===== src/rtl/clock_ctrl_pkg.sv =====
// Shared state codes, field limits and wrap helpers for the time-setting controller.
package clock_ctrl_pkg;

    typedef enum logic [2:0] {
        ST_RUN   = 3'd0,
        ST_SET_H = 3'd1,
        ST_SET_M = 3'd2,
        ST_SET_S = 3'd3,
        ST_AL_H  = 3'd4,
        ST_AL_M  = 3'd5
    } state_t;

    localparam logic [6:0] HOUR_MAX       = 7'd23;
    localparam logic [6:0] MIN_MAX        = 7'd59;
    localparam logic [6:0] SEC_MAX        = 7'd59;
    localparam logic [6:0] ALARM_HOUR_RST = 7'd7;

    // Anything at or above the limit (including out-of-range captures) wraps to zero.
    function automatic logic [6:0] inc_wrap(input logic [6:0] v, input logic [6:0] lim);
        return (v >= lim) ? 7'd0 : v + 7'd1;
    endfunction

    function automatic logic [6:0] dec_wrap(input logic [6:0] v, input logic [6:0] lim);
        return (v == 7'd0) ? lim : v - 7'd1;
    endfunction

endpackage


===== src/rtl/key_debounce.sv =====
// Synchroniser, debounce filter and press/auto-repeat pulse generator for one
// active-low push-button.
module key_debounce #(
    parameter int DEBOUNCE_CYCLES = 20,
    parameter bit REPEAT_EN       = 1'b0,
    parameter int REPEAT_DELAY    = 500,
    parameter int REPEAT_PERIOD   = 150
) (
    input  logic clk,
    input  logic rst,
    input  logic key_n,
    output logic pulse
);

    localparam int DW = $clog2(DEBOUNCE_CYCLES + 1);
    localparam int RMAX = (REPEAT_DELAY > REPEAT_PERIOD) ? REPEAT_DELAY : REPEAT_PERIOD;
    localparam int RW = $clog2(RMAX + 1);
    localparam logic [DW-1:0] DB_LAST     = DW'(DEBOUNCE_CYCLES - 1);
    localparam logic [RW-1:0] DELAY_LAST  = RW'(REPEAT_DELAY - 1);
    localparam logic [RW-1:0] PERIOD_LAST = RW'(REPEAT_PERIOD - 1);

    logic          sync1;
    logic          sync2;
    logic          pressed;
    logic          rep_phase;
    logic [DW-1:0] db_cnt;
    logic [RW-1:0] rep_cnt;
    logic          sample_low;
    logic          accept;

    assign sample_low = ~sync2;
    assign accept     = (sample_low != pressed) && (db_cnt == DB_LAST);

    // Debounced level tracking plus press and repeat pulse generation.
    always_ff @(posedge clk or posedge rst) begin
        if (rst) begin
            sync1     <= 1'b1;
            sync2     <= 1'b1;
            pressed   <= 1'b0;
            db_cnt    <= '0;
            rep_cnt   <= '0;
            rep_phase <= 1'b0;
            pulse     <= 1'b0;
        end else begin
            sync1 <= key_n;
            sync2 <= sync1;
            pulse <= 1'b0;
            if (accept) begin
                pressed   <= sample_low;
                db_cnt    <= '0;
                rep_cnt   <= '0;
                rep_phase <= 1'b0;
                pulse     <= sample_low;
            end else if (sample_low != pressed) begin
                db_cnt <= db_cnt + 1'b1;
            end else begin
                db_cnt <= '0;
            end

            // The edge that accepts a release never emits a repeat.
            if (REPEAT_EN && pressed && !accept) begin
                if (!rep_phase) begin
                    if (rep_cnt == DELAY_LAST) begin
                        pulse     <= 1'b1;
                        rep_cnt   <= '0;
                        rep_phase <= 1'b1;
                    end else begin
                        rep_cnt <= rep_cnt + 1'b1;
                    end
                end else if (rep_cnt == PERIOD_LAST) begin
                    pulse   <= 1'b1;
                    rep_cnt <= '0;
                end else begin
                    rep_cnt <= rep_cnt + 1'b1;
                end
            end
        end
    end

endmodule


===== src/rtl/time_set_ctrl.sv =====
// Three-key time/alarm editor: edits a copy of the running time, loads it back
// to the timekeeping core, and owns the alarm registers and ring detection.
module time_set_ctrl
    import clock_ctrl_pkg::*;
#(
    parameter int DEBOUNCE_CYCLES = 20,
    parameter int REPEAT_DELAY    = 500,
    parameter int REPEAT_PERIOD   = 150,
    parameter int TIMEOUT_CYCLES  = 10000
) (
    input  logic       clk_1KHZ,
    input  logic       rst,
    input  logic       key_mode,
    input  logic       key_up,
    input  logic       key_down,
    input  logic [6:0] hour_in,
    input  logic [6:0] min_in,
    input  logic [6:0] sec_in,
    output logic       load,
    output logic [6:0] hour_set,
    output logic [6:0] min_set,
    output logic [6:0] sec_set,
    output logic [2:0] edit_field,
    output logic [6:0] disp_hour,
    output logic [6:0] disp_min,
    output logic [6:0] disp_sec,
    output logic       alarm_en,
    output logic       alarm_ring
);

    localparam int IW = $clog2(TIMEOUT_CYCLES + 1);
    localparam logic [IW-1:0] IDLE_LAST = IW'(TIMEOUT_CYCLES - 1);

    state_t        state;
    logic          mode_p;
    logic          up_p;
    logic          down_p;
    logic          up_ev;
    logic          down_ev;
    logic          any_p;
    logic          in_run;
    logic          ring_clear;
    logic          alarm_hit;
    logic [IW-1:0] idle_cnt;
    logic [6:0]    edit_hour;
    logic [6:0]    edit_min;
    logic [6:0]    edit_sec;
    logic [6:0]    alarm_hour;
    logic [6:0]    alarm_min;
    logic [6:0]    sec_prev;

    key_debounce #(.DEBOUNCE_CYCLES(DEBOUNCE_CYCLES), .REPEAT_EN(1'b0),
                   .REPEAT_DELAY(REPEAT_DELAY), .REPEAT_PERIOD(REPEAT_PERIOD))
        u_key_mode (.clk(clk_1KHZ), .rst(rst), .key_n(key_mode), .pulse(mode_p));

    key_debounce #(.DEBOUNCE_CYCLES(DEBOUNCE_CYCLES), .REPEAT_EN(1'b1),
                   .REPEAT_DELAY(REPEAT_DELAY), .REPEAT_PERIOD(REPEAT_PERIOD))
        u_key_up (.clk(clk_1KHZ), .rst(rst), .key_n(key_up), .pulse(up_p));

    key_debounce #(.DEBOUNCE_CYCLES(DEBOUNCE_CYCLES), .REPEAT_EN(1'b1),
                   .REPEAT_DELAY(REPEAT_DELAY), .REPEAT_PERIOD(REPEAT_PERIOD))
        u_key_down (.clk(clk_1KHZ), .rst(rst), .key_n(key_down), .pulse(down_p));

    // Mode beats up/down; up and down together cancel each other.
    assign up_ev      = up_p & ~down_p & ~mode_p;
    assign down_ev    = down_p & ~up_p & ~mode_p;
    assign any_p      = mode_p | up_p | down_p;
    assign in_run     = (state == ST_RUN);
    assign edit_field = state;
    assign ring_clear = (in_run && down_ev) || (in_run && up_ev && alarm_en) || (min_in != alarm_min);
    assign alarm_hit  = (sec_prev != 7'd0) && (sec_in == 7'd0) && alarm_en &&
                        (hour_in == alarm_hour) && (min_in == alarm_min);

    // Edit state machine, edit/alarm registers, load strobe and idle timeout.
    always_ff @(posedge clk_1KHZ or posedge rst) begin
        if (rst) begin
            state      <= ST_RUN;
            idle_cnt   <= '0;
            load       <= 1'b0;
            hour_set   <= 7'd0;
            min_set    <= 7'd0;
            sec_set    <= 7'd0;
            edit_hour  <= 7'd0;
            edit_min   <= 7'd0;
            edit_sec   <= 7'd0;
            alarm_hour <= ALARM_HOUR_RST;
            alarm_min  <= 7'd0;
            alarm_en   <= 1'b0;
        end else begin
            load <= 1'b0;
            if (state > ST_AL_M) begin
                state    <= ST_RUN;
                idle_cnt <= '0;
            end else if (!in_run && !any_p) begin
                if (idle_cnt == IDLE_LAST) begin
                    state    <= ST_RUN;
                    idle_cnt <= '0;
                end else begin
                    idle_cnt <= idle_cnt + 1'b1;
                end
            end else begin
                idle_cnt <= '0;
                case (state)
                    ST_RUN: begin
                        if (mode_p) begin
                            state     <= ST_SET_H;
                            edit_hour <= hour_in;
                            edit_min  <= min_in;
                            edit_sec  <= sec_in;
                        end else if (up_ev) begin
                            alarm_en <= ~alarm_en;
                        end
                    end
                    ST_SET_H: begin
                        if (mode_p)       state     <= ST_SET_M;
                        else if (up_ev)   edit_hour <= inc_wrap(edit_hour, HOUR_MAX);
                        else if (down_ev) edit_hour <= dec_wrap(edit_hour, HOUR_MAX);
                    end
                    ST_SET_M: begin
                        if (mode_p)       state    <= ST_SET_S;
                        else if (up_ev)   edit_min <= inc_wrap(edit_min, MIN_MAX);
                        else if (down_ev) edit_min <= dec_wrap(edit_min, MIN_MAX);
                    end
                    ST_SET_S: begin
                        if (mode_p) begin
                            state    <= ST_AL_H;
                            load     <= 1'b1;
                            hour_set <= edit_hour;
                            min_set  <= edit_min;
                            sec_set  <= edit_sec;
                        end else if (up_ev) begin
                            edit_sec <= inc_wrap(edit_sec, SEC_MAX);
                        end else if (down_ev) begin
                            edit_sec <= dec_wrap(edit_sec, SEC_MAX);
                        end
                    end
                    ST_AL_H: begin
                        if (mode_p)       state      <= ST_AL_M;
                        else if (up_ev)   alarm_hour <= inc_wrap(alarm_hour, HOUR_MAX);
                        else if (down_ev) alarm_hour <= dec_wrap(alarm_hour, HOUR_MAX);
                    end
                    ST_AL_M: begin
                        if (mode_p)       state     <= ST_RUN;
                        else if (up_ev)   alarm_min <= inc_wrap(alarm_min, MIN_MAX);
                        else if (down_ev) alarm_min <= dec_wrap(alarm_min, MIN_MAX);
                    end
                    default: state <= ST_RUN;
                endcase
            end
        end
    end

    // Alarm ring latch; any clear condition takes priority over a new match.
    always_ff @(posedge clk_1KHZ or posedge rst) begin
        if (rst) begin
            alarm_ring <= 1'b0;
            sec_prev   <= 7'd0;
        end else begin
            sec_prev <= sec_in;
            if (ring_clear)     alarm_ring <= 1'b0;
            else if (alarm_hit) alarm_ring <= 1'b1;
            else                alarm_ring <= alarm_ring;
        end
    end

    // Registered display source selection.
    always_ff @(posedge clk_1KHZ or posedge rst) begin
        if (rst) begin
            disp_hour <= 7'd0;
            disp_min  <= 7'd0;
            disp_sec  <= 7'd0;
        end else begin
            case (state)
                ST_SET_H, ST_SET_M, ST_SET_S: begin
                    disp_hour <= edit_hour;
                    disp_min  <= edit_min;
                    disp_sec  <= edit_sec;
                end
                ST_AL_H, ST_AL_M: begin
                    disp_hour <= alarm_hour;
                    disp_min  <= alarm_min;
                    disp_sec  <= 7'd0;
                end
                default: begin
                    disp_hour <= hour_in;
                    disp_min  <= min_in;
                    disp_sec  <= sec_in;
                end
            endcase
        end
    end

endmodule


===== config.mk =====
export PLATFORM = sky130hd
export DESIGN_NAME = time_set_ctrl
export DESIGN_NICKNAME = d
export VERILOG_FILES = /design/src/rtl/clock_ctrl_pkg.sv /design/src/rtl/key_debounce.sv /design/src/rtl/time_set_ctrl.sv
export SDC_FILE = /design/constraint.sdc
export NUM_CORES = 1
export LEC_CHECK = 0
export ABC_AREA = 0
export CORE_ASPECT_RATIO = 0.75
export CORE_MARGIN = 2
export CORE_UTILIZATION = 58
export DETAILED_ROUTE_END_ITERATION = 8
export GPL_ROUTABILITY_DRIVEN = 0
export GPL_TIMING_DRIVEN = 0
export PLACE_DENSITY = 0.8
export SKIP_LAST_GASP = 1
export SLEW_MARGIN = 30
export SYNTH_ARGS = -nofsm -noshare
export SYNTH_HDL_FRONTEND = slang
export SYNTH_SLANG_ARGS = --single-unit

===== constraint.sdc =====
create_clock -name clk_1KHZ -period 7.9 [get_ports clk_1KHZ]
set_clock_uncertainty 0.05 [all_clocks]
set_input_delay 1.975 -clock clk_1KHZ [delete_from_list [all_inputs] [get_ports clk_1KHZ]]
set_output_delay 1.975 -clock clk_1KHZ [all_outputs]
set_load 0.02 [all_outputs]

==> run_results.csv <==
group,metric,value,unit
outcome,outcome,"completed",
pwr,powerDensity,177.3,nW/um^2
global_route,grt_usage,28.56,%
clock_tree,worst_skew_pair.late_latency,0.43,ns
clock_tree,ctsResizeCount,0,
yosys,yosys-top-cells-count,"dfrtp_1 (142), nand2_1 (98), nor2_1 (80), o21ai_0 (80), nand3_1 (39)",
pwr,p_leak,4.222,nW
yosys,async_flop_share,100.0,%
place,place_ws,4.266,ns
layout,instances_no_fill,1171,
sta,fmax,0.2734,GHz
yosys,synth_cell_type_count,74,
sta,hold_slack,0.3045,ns
critical_path,cp-start-kind,"flop",
global_route,antenna_found_initial,0,
sta,worst_pin_slew,0.9209,ns
yosys,yosysMostFrequentCell,"dfrtp_1",
clock_tree,htreeDepth,4,
global_route,grt_pass1_vias,6776,
critical_path,crit_path_max_fanout,8,
sta,timing.final.ws_setup,4.242,ns
yosys,synth.avg_cell_area,9.236,sq um
pwr,power_frac_seq,45.8,%
critical_path,critPathMaxStageDelay,0.72,ns
pwr,clockPowerShare,49.0,%
yosys,ys_seq_area_share,46.10,%
detailed_routing,vias,7275,
place,dp.cells,1139,
sta,timing.final.crit_period,3.658,ns
sta,hold_viol_final,0,
place,port_buffers,73,
critical_path,crit_chain,"clkdlybuf4s50_1",
sta,slew-limit-headroom,38.47,%
floorplan,coreArea,13800,sq um
clock_tree,clk_path_buf_depth,2,
layout,fin_util,71.24,%
sta,slew_violations,0,
detailed_routing,drtIter0Drc,838,
clock_tree,ctsHoldBuffers,0,
critical_path,worstSetupPathType,"flop to output pin",
floorplan,die-width,141.5,microns
detailed_routing,antenna_left,0,
clock_tree,tritoncts,"built",
yosys,synthCells,890,
layout,area_growth,19.56,%
pwr,comb_power_share,5.3,%
yosys,synth_edf_count,0,
critical_path,worst_ep_required_time,5.88,ns
critical_path,end_kind,"output pin",
yosys,yosysTopAreaCellShare,43.23,%
floorplan,initial_core_util,59.59,%
sta,fin_crit_sh,46.30,%
layout,nFillCells,1048,
critical_path,cp.arrival,1.63,ns
detailed_routing,via_per_inst,6.213,
job,maxCapViolations,0,
yosys,synth_area_leaders,"dfrtp_1 (43%), o21ai_0 (4.9%), nand2_1 (4.5%)",
clock_tree,numCtsBuffers,17,
layout,finalNetCount,1032,
critical_path,cpMaxStageDelayCell,"clkdlybuf4s50_1",
pwr,switchingPower,379.0,uW
clock_tree,cts_sinks,151,
pwr,swShare,21.74,%
hold_path,worst_hold_path_type,"flop to flop",
layout,drive_above_1_share,8.233,%
floorplan,fp.dieH,107.1,microns
layout,antennaDiodeCount,0,
pwr,total_power,1.743,mW
layout,post-route-cell-area,9828,sq um
place,place_area,9205,sq um
yosys,synth_ff_type,"dfrtp_1",
clock_tree,clkTransAtPathRegs,0.06,ns
yosys,ys_ff_latch,151,
clock_tree,root_buffer,"clkbuf_16",
detailed_routing,drc,0,
sta,final-setup-viol-count,0,
pwr,vdd_drop_max,0.0002392,V
floorplan,pin_count,74,
yosys,yosys_warnings,0,
yosys,synth_area,8220,sq um
critical_path,critical_path.top_delay_family,"buffers and inverters",
sta,setup_tns,0,ns
sta,rsz0062_at_grt,"false",
floorplan,die_area,15150,sq um
global_route,grt_max_degree,92,
clock_tree,cts_setup_buffers,0,
detailed_routing,detail_route.wl_per_cell,17.46,microns
yosys,syn_nets,939,
place,hpwl,14.32,mm
yosys,synth_top_area_cell,"dfrtp_1",
floorplan,rows,37,
detailed_routing,drt-pass1-iter-count,6,
detailed_routing,drt_wl_total,20.45,mm
critical_path,path_buf_inv,1,
global_route,grt_pass1_wl,34.16,mm
global_route,gr-total-overflow,0,
pwr,p_int,1.364,mW
-- kinds of logic after synthesis --
family / Yosys count / share of synthesized area (%)
AOI/OAI and AO/OA: 226 / 17.99
xor gates and xnor gates: 50 / 5.327
adders and majority gates: 23 / 3.501
buffers and inverters: 83 / 4.231
DFF: 151 / 46.10
muxes: 12 / 1.644
and+or+nand+nor: 345 / 21.20
-- area by class of cell --
cell class | instances | area (sq um) | area share (%)
timing repair buffer | 74 | 758.2 | 7.715
multi-input combinational | 656 | 4083 | 41.54
buffer | 53 | 235.2 | 2.393
clock inverter | 12 | 176.4 | 1.795
sequential | 151 | 3790 | 38.56
inverter | 30 | 120.1 | 1.222
clock buffer | 20 | 446.7 | 4.545
tap | 175 | 219.0 | 2.228
-- per-layer routing --
metal | global-route usage (%) | wire [microns] | vias to the layer above
li1 | - | - | 3381
met1 | 40.66 | 9097 | 3498
met2 | 42.37 | 9105 | 357
met3 | 8.084 | 1916 | 39
met4 | 9.357 | 328 | 0
met5 | 0 | 0 | -
-- sequential cells by signal (all words and copies together) (netlist names), 3 cells and up --
signal and cells:
disp_hour 7, hour_set 7, min_set 7, alarm_hour 7
edit_min 7, u_key_up.rep_cnt 9, alarm_min 7, u_key_down.db_cnt 5
disp_min 7, u_key_down.rep_cnt 9, u_key_up.db_cnt 5, u_key_mode.db_cnt 5
edit_sec 7, sec_set 7, disp_sec 7, idle_cnt 14
edit_field 3, sec_prev 7, edit_hour 7
-- cell usage in the layout (no fill, tap or decap), drive strengths merged, types with 10 or more instances in the layout --
| cell type | netlist | layout |
|---|---|---|
| nand2b | 14 | 14 |
| and3 | 11 | 11 |
| a31oi | 13 | 13 |
| xnor2 | 28 | 28 |
| dfrtp | 142 | 142 |
| inv | 29 | 29 |
| mux2 | 12 | 12 |
| nor2 | 80 | 80 |
| a211oi | 12 | 12 |
| nand2 | 98 | 98 |
| clkbuf | 33 | 53 |
| o21ai | 81 | 81 |
| buf | 20 | 21 |
| nor3b | 11 | 11 |
| nor3 | 27 | 27 |
| clkdlybuf4s50 | 0 | 73 |
| nand4 | 10 | 10 |
| o31ai | 10 | 10 |
| a22oi | 11 | 11 |
| a21oi | 28 | 28 |
| ha | 23 | 23 |
| nand3 | 39 | 39 |
| xor2 | 22 | 22 |
-- worst register-to-register path, cell delays in order (launching register included) --
cell,delay (ns)
dfrtp_1,0.32
buf_2,0.20
nor3b_2,0.72
clkbuf_1,0.59
nand2_1,0.11
o21ai_0,0.22
o21ai_0,0.11
o21ai_0,0.16
-- power by group through the flow --
| stage | combinational, mW | sequential (mW) | clock [mW] |
|---|---|---|---|
| global placement | 0.0882 | 0.811 | 0 |
| CTS | 0.0928 | 0.797 | 0.867 |
| detailed placement | 0.0920 | 0.811 | 0 |
| floorplan | 0.0418 | 0.817 | 0 |
| global route | 0.103 | 0.798 | 0.904 |
| finish | 0.0920 | 0.797 | 0.853 |
-- worst paths after layout --
kind                                           startpoint                               to  slack, ns  depth (start not counted)
worst max-delay path            edit_field[0]$_DFFE_PP0P_                    edit_field[0]       4.24                          1
worst min-delay path             u_key_up.sync1$_DFF_PP1_         u_key_up.sync2$_DFF_PP1_       0.30                          0
worst max register to register   u_key_up.pulse$_DFF_PP0_          edit_min[1]$_DFFE_PP0P_       5.33                          7
worst min register to register   u_key_up.sync1$_DFF_PP1_         u_key_up.sync2$_DFF_PP1_       0.30                          0
max in group asynchronous                             rst        alarm_hour[1]$_DFFE_PP1P_       5.07                          3
min in group asynchronous                             rst  u_key_up.rep_cnt[6]$_DFFE_PP0P_       1.91                          2
No activity file was read; power rests on OpenSTA's default activity.
